**config.mk**
```make
export PLATFORM = sky130hd
export DESIGN_NAME = spi_slave_core
export DESIGN_NICKNAME = d
export VERILOG_FILES = /design/src/rtl/spi_slave_core.sv
export SDC_FILE = /design/constraint.sdc
export NUM_CORES = 1
export LEC_CHECK = 0
export BUFFER_PORTS_ARGS = -buffer_cell sky130_fd_sc_hd__buf_2
export CAP_MARGIN = 30
export CORE_MARGIN = 2
export CORE_UTILIZATION = 41
export CTS_CLUSTER_DIAMETER = 80
export CTS_CLUSTER_SIZE = 24
export DETAILED_ROUTE_END_ITERATION = 10
export GPL_ROUTABILITY_DRIVEN = 0
export PLACE_DENSITY = 0.68
export SLEW_MARGIN = 20
export SYNTH_ARGS = -nofsm -noshare
export SYNTH_HDL_FRONTEND = slang
export SYNTH_SLANG_ARGS = --single-unit
```
**constraint.sdc**
```tcl
create_clock -name clk -period 3.8 [get_ports clk]
set_input_delay 0.95 -clock clk [delete_from_list [all_inputs] [get_ports clk]]
set_output_delay 0.95 -clock clk [all_outputs]
set_load 0.02 [all_outputs]
```
**src/rtl/spi_slave_core.sv**
```systemverilog
// rtl/spi_slave_core.sv - SPI slave endpoint: oversampled pins, all CPOL/CPHA modes, one-entry TX buffer.
// Optional SPI_SLAVE_RX_HOLD_EN: rx_valid held until rx_ready, rx_overrun flags dropped words.
module spi_slave_core #(
   parameter int DATA_WIDTH  = 8,
   parameter int SYNC_STAGES = 2
) (
   input  logic                  clk,
   input  logic                  rst,
   input  logic                  cpol,
   input  logic                  cpha,
   input  logic                  cs,
   input  logic                  sck,
   input  logic                  mosi,
   output logic                  miso,
   input  logic [DATA_WIDTH-1:0] tx_data,
   input  logic                  tx_valid,
   output logic                  tx_ready,
   output logic [DATA_WIDTH-1:0] rx_data,
   output logic                  rx_valid,
   output logic                  tx_underrun,
`ifdef SPI_SLAVE_RX_HOLD_EN
   input  logic                  rx_ready,
   output logic                  rx_overrun,
`endif
   output logic                  rx_abort
);

   typedef enum logic [1:0] {IDLE, LOAD, SHIFT} state_t;

   localparam int            CW       = $clog2(DATA_WIDTH + 1);
   localparam logic [CW-1:0] LAST_BIT = CW'(DATA_WIDTH - 1);

   logic [SYNC_STAGES-1:0] cs_sync_q, cs_sync_d;
   logic [SYNC_STAGES-1:0] sck_sync_q, sck_sync_d;
   logic [SYNC_STAGES-1:0] mosi_sync_q, mosi_sync_d;
   logic                   cs_hist_q, cs_hist_d;
   logic                   sck_hist_q, sck_hist_d;
   state_t                 state_q, state_d;
   logic [CW-1:0]          bit_cnt_q, bit_cnt_d;
   logic [DATA_WIDTH-2:0]  rx_sh_q, rx_sh_d;
   logic [DATA_WIDTH-1:0]  tx_sh_q, tx_sh_d;
   logic [DATA_WIDTH-1:0]  tx_buf_q, tx_buf_d;
   logic                   tx_full_q, tx_full_d;
   logic [DATA_WIDTH-1:0]  rx_data_q, rx_data_d;
   logic                   rx_valid_q, rx_valid_d;
   logic                   tx_underrun_q, tx_underrun_d;
   logic                   rx_abort_q, rx_abort_d;
   logic                   first_launch_q, first_launch_d;
   logic                   load_pend_q, load_pend_d;
`ifdef SPI_SLAVE_RX_HOLD_EN
   logic                   rx_overrun_q, rx_overrun_d;
`endif

   logic cs_s, sck_s, mosi_s;
   logic cs_fall, cs_rise, sck_rise, sck_fall, sample_edge, launch_edge;
   logic load, word_done;

   assign cs_s        = cs_sync_q[SYNC_STAGES-1];
   assign sck_s       = sck_sync_q[SYNC_STAGES-1];
   assign mosi_s      = mosi_sync_q[SYNC_STAGES-1];
   assign cs_fall     = cs_hist_q & ~cs_s;
   assign cs_rise     = ~cs_hist_q & cs_s;
   assign sck_rise    = ~sck_hist_q & sck_s;
   assign sck_fall    = sck_hist_q & ~sck_s;
   assign sample_edge = (cpol == cpha) ? sck_rise : sck_fall;
   assign launch_edge = (cpol == cpha) ? sck_fall : sck_rise;

   always_comb begin
      cs_sync_d      = {cs_sync_q[SYNC_STAGES-2:0], cs};
      sck_sync_d     = {sck_sync_q[SYNC_STAGES-2:0], sck};
      mosi_sync_d    = {mosi_sync_q[SYNC_STAGES-2:0], mosi};
      cs_hist_d      = cs_s;
      sck_hist_d     = sck_s;
      state_d        = state_q;
      bit_cnt_d      = bit_cnt_q;
      rx_sh_d        = rx_sh_q;
      tx_sh_d        = tx_sh_q;
      tx_buf_d       = tx_buf_q;
      tx_full_d      = tx_full_q;
      rx_data_d      = rx_data_q;
      tx_underrun_d  = 1'b0;
      rx_abort_d     = 1'b0;
      first_launch_d = first_launch_q;
      load_pend_d    = load_pend_q;
      load           = 1'b0;
      word_done      = 1'b0;
`ifdef SPI_SLAVE_RX_HOLD_EN
      rx_valid_d     = rx_valid_q & ~rx_ready;
      rx_overrun_d   = 1'b0;
`else
      rx_valid_d     = 1'b0;
`endif

      case (state_q)
         IDLE: begin
            if (cs_fall) state_d = LOAD;
         end
         LOAD: begin
            load           = 1'b1;
            bit_cnt_d      = '0;
            first_launch_d = cpha;
            load_pend_d    = 1'b0;
            state_d        = cs_rise ? IDLE : SHIFT;
         end
         SHIFT: begin
            // The sample is processed before cs rise so a coincident final edge still completes the word.
            if (sample_edge) begin
               rx_sh_d = {rx_sh_q[DATA_WIDTH-3:0], mosi_s};
               if (bit_cnt_q == LAST_BIT) begin
                  word_done   = 1'b1;
                  bit_cnt_d   = '0;
                  load_pend_d = 1'b1;
               end else begin
                  bit_cnt_d = bit_cnt_q + CW'(1);
               end
            end
            if (cs_rise) begin
               if (bit_cnt_d != '0) rx_abort_d = 1'b1;
               bit_cnt_d   = '0;
               load_pend_d = 1'b0;
               state_d     = IDLE;
            end else if (launch_edge) begin
               if (load_pend_q) begin
                  load        = 1'b1;
                  load_pend_d = 1'b0;
               end else if (first_launch_q) begin
                  first_launch_d = 1'b0;
               end else begin
                  tx_sh_d = {tx_sh_q[DATA_WIDTH-2:0], 1'b0};
               end
            end
         end
         default: state_d = IDLE;
      endcase

      if (load) begin
         tx_sh_d       = tx_full_q ? tx_buf_q : '0;
         tx_underrun_d = ~tx_full_q;
         tx_full_d     = 1'b0;
      end
      // Acceptance looks at the pre-load occupancy, so a coincident push lands one cycle later.
      if (tx_valid && !tx_full_q) begin
         tx_buf_d  = tx_data;
         tx_full_d = 1'b1;
      end

      if (word_done) begin
`ifdef SPI_SLAVE_RX_HOLD_EN
         if (rx_valid_q && !rx_ready) begin
            rx_overrun_d = 1'b1;
         end else begin
            rx_data_d  = {rx_sh_q, mosi_s};
            rx_valid_d = 1'b1;
         end
`else
         rx_data_d  = {rx_sh_q, mosi_s};
         rx_valid_d = 1'b1;
`endif
      end
   end

   // Synchronisers reset low so a cs already held low at release is not mistaken for a fresh fall.
   always_ff @(posedge clk or posedge rst) begin
      if (rst) begin
         cs_sync_q      <= '0;
         sck_sync_q     <= '0;
         mosi_sync_q    <= '0;
         cs_hist_q      <= 1'b0;
         sck_hist_q     <= 1'b0;
         state_q        <= IDLE;
         bit_cnt_q      <= '0;
         rx_sh_q        <= '0;
         tx_sh_q        <= '0;
         tx_buf_q       <= '0;
         tx_full_q      <= 1'b0;
         rx_data_q      <= '0;
         rx_valid_q     <= 1'b0;
         tx_underrun_q  <= 1'b0;
         rx_abort_q     <= 1'b0;
         first_launch_q <= 1'b0;
         load_pend_q    <= 1'b0;
`ifdef SPI_SLAVE_RX_HOLD_EN
         rx_overrun_q   <= 1'b0;
`endif
      end else begin
         cs_sync_q      <= cs_sync_d;
         sck_sync_q     <= sck_sync_d;
         mosi_sync_q    <= mosi_sync_d;
         cs_hist_q      <= cs_hist_d;
         sck_hist_q     <= sck_hist_d;
         state_q        <= state_d;
         bit_cnt_q      <= bit_cnt_d;
         rx_sh_q        <= rx_sh_d;
         tx_sh_q        <= tx_sh_d;
         tx_buf_q       <= tx_buf_d;
         tx_full_q      <= tx_full_d;
         rx_data_q      <= rx_data_d;
         rx_valid_q     <= rx_valid_d;
         tx_underrun_q  <= tx_underrun_d;
         rx_abort_q     <= rx_abort_d;
         first_launch_q <= first_launch_d;
         load_pend_q    <= load_pend_d;
`ifdef SPI_SLAVE_RX_HOLD_EN
         rx_overrun_q   <= rx_overrun_d;
`endif
      end
   end

   assign miso        = tx_sh_q[DATA_WIDTH-1];
   assign tx_ready    = ~tx_full_q;
   assign rx_data     = rx_data_q;
   assign rx_valid    = rx_valid_q;
   assign tx_underrun = tx_underrun_q;
   assign rx_abort    = rx_abort_q;
`ifdef SPI_SLAVE_RX_HOLD_EN
   assign rx_overrun  = rx_overrun_q;
`endif

endmodule

```
After elaboration in Yosys (flattened, before gate mapping)
Cells that the tools add are included.

operators by class
  equal/unequal tests = 12
  bitwise operators = 9
  multiplexer cells = 42
  add/subtract/negate cells = 1
  reduce and logical (&&, ||, !) cells = 12

operators with widths
  kind                 count
  $mux 8               7
  $mux 1               23
  $mux 4               4
  $ne 2x2->1 const B   5
  $pmux 4 s2           1
  $reduce_bool 2->1    4
  $mux 2               3
  $ne 2x1->1 const B   3
  $pmux 1 s2           3
  $pmux 2 s3           1
  $not 1->1            5
  $reduce_and 5->1     1
  $add 4x1->4 const B  1
  $and 1x1->1          4
  $eq 4x3->1 const B   1
  $reduce_and 2->1     2
  $reduce_and 4->1     1
  $reduce_bool 4->1    1
  $eq 2x1->1 const B   1
  $eq 2x2->1 const B   1
  $logic_not 2->1      1
  $eq 1x1->1           1
  $logic_and 1x1->1    1
  $logic_not 1->1      1

word-level totals
  flip-flop bits (word level) = 51
  bits of input ports = 16
  output and inout port bits = 13

Longest topological paths before layout
  word-level depth = 9
  gate-level depth with buffers = 7
  mapped depth without buffers = 6

Worst setup path after synthesis
No wires, ideal clock.

  kind = input to register
  start = input port cpha
  end = register rx_abort_q (netlist: rx_abort)
  path slack = 1.324 ns
  required time = 3.674 ns
  stages = 5
  data arrival time = 2.350 ns
  library setup time = 0.126 ns
  path through = xor2_2 mux2i_2 nand4_1 mux2_2 o311a_1

on the way
  word-level cells in the longest chain between the ends = 8

ends and longest elaborated chain
  what                  RTL line  RTL
  start, declared       10        input logic cpha,
  $eq 1x1->1            65        assign sample_edge = (cpol == cpha) ? sck_rise : sck_fall;
  $mux 1                65
  $mux 4                107       if (sample_edge) begin
  $mux 4                94        case (state_q)
  $reduce_bool 4->1     118       if (bit_cnt_d != '0) rx_abort_d = 1'b1;
  $mux 1                118
  $mux 1                117       if (cs_rise) begin
  $mux 1                94
  via rx_abort_d        47        logic rx_abort_q, rx_abort_d;
  end signal, assigned  200       rx_abort_q <= rx_abort_d;
  end, declared         47

The timed path passes the listed nets, and every way through them passes these cells. The select of a mux whose other input is x is not followed.
A chain may end at the register's enable or synchronous reset.

Final worst setup path
  start = input port cpha
  end = register rx_data_q[6] (netlist: rx_data[6])

on the way
  word-level cells in the longest chain between the ends = 4

ends and longest elaborated chain
  what                  RTL line  RTL
  $eq 1x1->1            65
  $mux 1                65
  $mux 1                107
  $mux 1                94
  end signal, assigned  197       rx_data_q <= rx_data_d;
  end, declared         44        logic [DATA_WIDTH-1:0] rx_data_q, rx_data_d;

Every way passes these cells.

==> run summary <==
• 0 — antenna diode count
• false — unrepaired setup endpoints after global routing
• input pin — startpoint types
• 77.0 µm — overall die width
• 0.201 — Clk pwr share
• sky130_fd_sc_hd__mux2i_2 — critical-path cell with the highest stage delay
• 6480 µm — first-pass GRT wire length
• 0 — CTS-repair resized insts
• 13.3 µm — WL per Instance
• 1409 — vias in the first global route
• 9 — maximum fanout along the worst path
• 0 — overflow left after global routing
• 2660 µm — placed wire-length estimate
• 0 — number of setup violations in the final report
• 1740 µm — met1 layer wirelength in the final routing
• 0 — DRC violations left
• 1.24 nW — P_leak
• 0.541 — max-slew headroom at the worst pin
• sky130_fd_sc_hd__clkbuf_8 — CTS root buffer
• 0 ps — Post-Route Setup TNS
• 500 ps — maximum single-stage delay on the critical path
• 0 — endpoints failing hold
• 687 ps — slew at the pin closest to its max-slew limit
• 12.2 µm² — mean instance size in the synthesized netlist
• 2580 ps — shortest period the worst path allows
• 2770 ps — data arrival at the endpoint of the critical path
• 51 — Clock Sinks
• 1810 µm — met2 WL post-DR
• met4 — uppermost layer routed
• 300 ps — Worst-Skew Late Latency
• in -> reg — category of the most critical setup path
• 5 — cts bufs inserted
• 0 — antenna violations before repair
• 51 — flop and latch count out of synthesis
• 275 — # placed instances
• 0 — post-CTS setup buffers
• 0.678 — portion of the clock cycle consumed by the worst path in the final layout
• yes — TritonCTS clock tree
• buf_2, xor2_2, mux2i_2, nand3_1, mux2_2 — ordered cell list for the critical path
• 0.329 — switch share
• 0.301 mV — largest voltage drop on the vdd net
• 2 — deepest clock path buffer count
• 0 — Yosys Warn Count
• 1444 — total number of vias
• 3760 µm — wirelength, routed
• 5.10 — drt via density
• 4 — number of detailed-routing iterations run before antenna repair
• 604 nW/µm² — PD cells
• 232 — post-layout net count
• 5930 µm² — die area
• 0 — post-route antenna net violation count
• 199 — syn_nets
• 283 — Cell Count, Final, Fillers Out
• cs_sync_q[0] — startpoint of the worst hold path
• 34 — number of different library cells in the post-synthesis netlist
• 5140 µm² — Placeable Area
• cpha — crit path from
• 138 — number of DRC markers in iteration 0
• 3990 ps — Worst EP required
• 0.499 mW — P_sw
• 8.62 ps — largest clock skew in the final design
• 90 ps — clock-pin slew on the worst setup and hold paths
• 0 — CTS hold repair buffers
• 179 — cell count after synthesis
• 0.139 — total global-route track usage
• 77.0 µm — die extent in y
• 14.8% — synthesis-to-finish area growth
• 126 µm — total length of routed met3 wires
• flop — crit end category
• 2 — H-tree depth reported by CTS
• finished clean — status
• 28 — count of port buffers added during placement
• 0 — maxcap violations
• 0.506 — relative contribution of sequential cells to total power
• 0.425 — starting density of the core
• 388 MHz — Max Clk Rate
• 32 — maximum number of pins on one net before global-route repair
• 2180 µm² — Post-Synthesis Cell Area
• 0.584 — Seq/Total Area, Yosys
• state_q[0] — startpoint of the worst-slack reg-to-reg timing path
• 0 — Max Transition Viols Final
• 492 — final-layout fill cell count
• 26 — number of placement rows
• 0.305 — share of cells above drive strength 1
• 29 — Ports
• 1.02 mW — cell-internal power
• reg -> reg — Min-Delay Path Class
• 0.293 — Comb power frac
## worst max-delay path: cells and delay by family
kind,cells,cell delay (ps)
buffers and inverters,1,120
AND/OR/NAND/NOR,1,470
XOR/XNOR,1,310
multiplexers,2,920
## worst paths after layout
path | slack, ps | cells after the start | to
min reg2reg | 350 | 0 | cs_sync_q[1]
min | 350 | 0 | cs_sync_q[1]
max in group asynchronous | 2640 | 3 | tx_sh_q[5]
min in group asynchronous | 650 | 2 | rx_data[0]
max | 1220 | 5 | rx_data[6]
max reg2reg | 1660 | 6 | tx_sh_q[4]
## cells in the mapped netlist
library cell                number  area [µm²]
sky130_fd_sc_hd__nand3_1         1        5.00
sky130_fd_sc_hd__o2111ai_1       1        8.76
sky130_fd_sc_hd__a22o_1          3        26.3
sky130_fd_sc_hd__xor2_2          1        16.3
sky130_fd_sc_hd__a32oi_2         1        16.3
sky130_fd_sc_hd__a21oi_1         6        30.0
sky130_fd_sc_hd__nand2b_1        4        25.0
sky130_fd_sc_hd__o22ai_1         1        6.26
sky130_fd_sc_hd__nor2b_1         3        18.8
sky130_fd_sc_hd__and3_1          2        12.5
sky130_fd_sc_hd__nor3_1          1        5.00
sky130_fd_sc_hd__o31ai_1         2        15.0
sky130_fd_sc_hd__clkbuf_1        2        7.51
sky130_fd_sc_hd__o21ai_0         6        30.0
sky130_fd_sc_hd__mux2_2         24         270
sky130_fd_sc_hd__inv_1          16        60.1
sky130_fd_sc_hd__buf_2           1        5.00
sky130_fd_sc_hd__mux2i_1         2        20.0
sky130_fd_sc_hd__a31o_1          1        8.76
sky130_fd_sc_hd__nand3b_1        1        7.51
sky130_fd_sc_hd__o221ai_1        1        8.76
sky130_fd_sc_hd__ha_1            4        50.1
sky130_fd_sc_hd__nor2_1         17        63.8
sky130_fd_sc_hd__a221o_1         7        70.1
sky130_fd_sc_hd__and2_1          1        6.26
sky130_fd_sc_hd__nand2_1        10        37.5
sky130_fd_sc_hd__a211oi_1        1        7.51
sky130_fd_sc_hd__mux2i_2         1        13.8
sky130_fd_sc_hd__o41ai_1         1        8.76
sky130_fd_sc_hd__o21a_1          1        7.51
sky130_fd_sc_hd__o311a_1         1        10.0
sky130_fd_sc_hd__dfrtp_1        51        1280
sky130_fd_sc_hd__a221oi_1        2        17.5
sky130_fd_sc_hd__nand4_1         2        12.5
## power groups by stage
stage	Clock, mW	Combinational, mW	Sequential (mW)
CTS	0.318	0.449	0.769
global route	0.346	0.497	0.784
detailed placement	0	0.449	0.778
finish	0.304	0.443	0.768
floorplan	0	0.353	0.758
global placement	0	0.429	0.776
## cell families after synthesis
kind of cell,Yosys count,synth area share
DFF,51,0.584
and+or+nand+nor,42,0.0888
AOI/OAI and AO/OA,35,0.124
muxes,27,0.139
buffers and inverters,19,0.0332
adders and majority gates,4,0.0229
xor gates and xnor gates,1,0.00745
## flip-flops by register name, summed over array words and instances, names as in the netlist, 2 cells and up
signal and flops:
rx_data 8, tx_buf_q 8, tx_sh_q 8, rx_sh_q 7, bit_cnt_q 4, cs_sync_q 2
mosi_sync_q 2, sck_sync_q 2, state_q 2
## per-stage QoR
| stage | total power, mW | utilization | setup WS (ps) | hold WS (ps) | cell area (µm²) |
|---|---|---|---|---|---|
| CTS | 1.54 | 0.488 | 1230 | 351 | 2510 |
| global placement | 1.21 | 0.467 | 961 | 333 | 2400 |
| detailed placement | 1.23 | 0.471 | 893 | 336 | 2420 |
| floorplan | 1.11 | - | 1320 | 331 | 2180 |
| finish | 1.52 | 0.488 | 1220 | 348 | 2510 |
| global route | 1.63 | 0.488 | 1120 | 358 | 2510 |
## per-layer routing
metal	up-vias	track usage
li1	702	-
met1	711	0.177
met2	25	0.225
met3	6	0.0341
met4	0	0.0643
met5	-	0
## placed cells by master (no fill, tap or decap), types with 2 or more instances in the layout
| master | Yosys | final |
|---|---|---|
| sky130_fd_sc_hd__a21oi_1 | 6 | 6 |
| sky130_fd_sc_hd__a221o_1 | 7 | 7 |
| sky130_fd_sc_hd__a221oi_1 | 2 | 2 |
| sky130_fd_sc_hd__a22o_1 | 3 | 3 |
| sky130_fd_sc_hd__and3_1 | 2 | 2 |
| sky130_fd_sc_hd__buf_2 | 1 | 28 |
| sky130_fd_sc_hd__clkbuf_8 | 0 | 5 |
| sky130_fd_sc_hd__clkinvlp_4 | 0 | 2 |
| sky130_fd_sc_hd__dfrtp_1 | 51 | 51 |
| sky130_fd_sc_hd__ha_1 | 4 | 4 |
| sky130_fd_sc_hd__inv_1 | 16 | 15 |
| sky130_fd_sc_hd__mux2_2 | 24 | 24 |
| sky130_fd_sc_hd__mux2i_1 | 2 | 2 |
| sky130_fd_sc_hd__nand2_1 | 10 | 10 |
| sky130_fd_sc_hd__nand2b_1 | 4 | 4 |
| sky130_fd_sc_hd__nand4_1 | 2 | 2 |
| sky130_fd_sc_hd__nor2_1 | 17 | 17 |
| sky130_fd_sc_hd__nor2b_1 | 3 | 3 |
| sky130_fd_sc_hd__o21ai_0 | 6 | 6 |
| sky130_fd_sc_hd__o31ai_1 | 2 | 2 |
## area by class of cell
| type | instances | area (µm²) | share of cell area |
|---|---|---|---|
| clock buffer | 5 | 68.8 | 0.0274 |
| multi-input combinational | 109 | 836 | 0.333 |
| sequential | 51 | 1280 | 0.509 |
| tap | 70 | 87.6 | 0.0349 |
| clock inverter | 3 | 20.0 | 0.00798 |
| inverter | 16 | 60.1 | 0.0239 |
| timing repair buffer | 29 | 160 | 0.0638 |
Note: power is estimated with default switching activity, not from simulation.
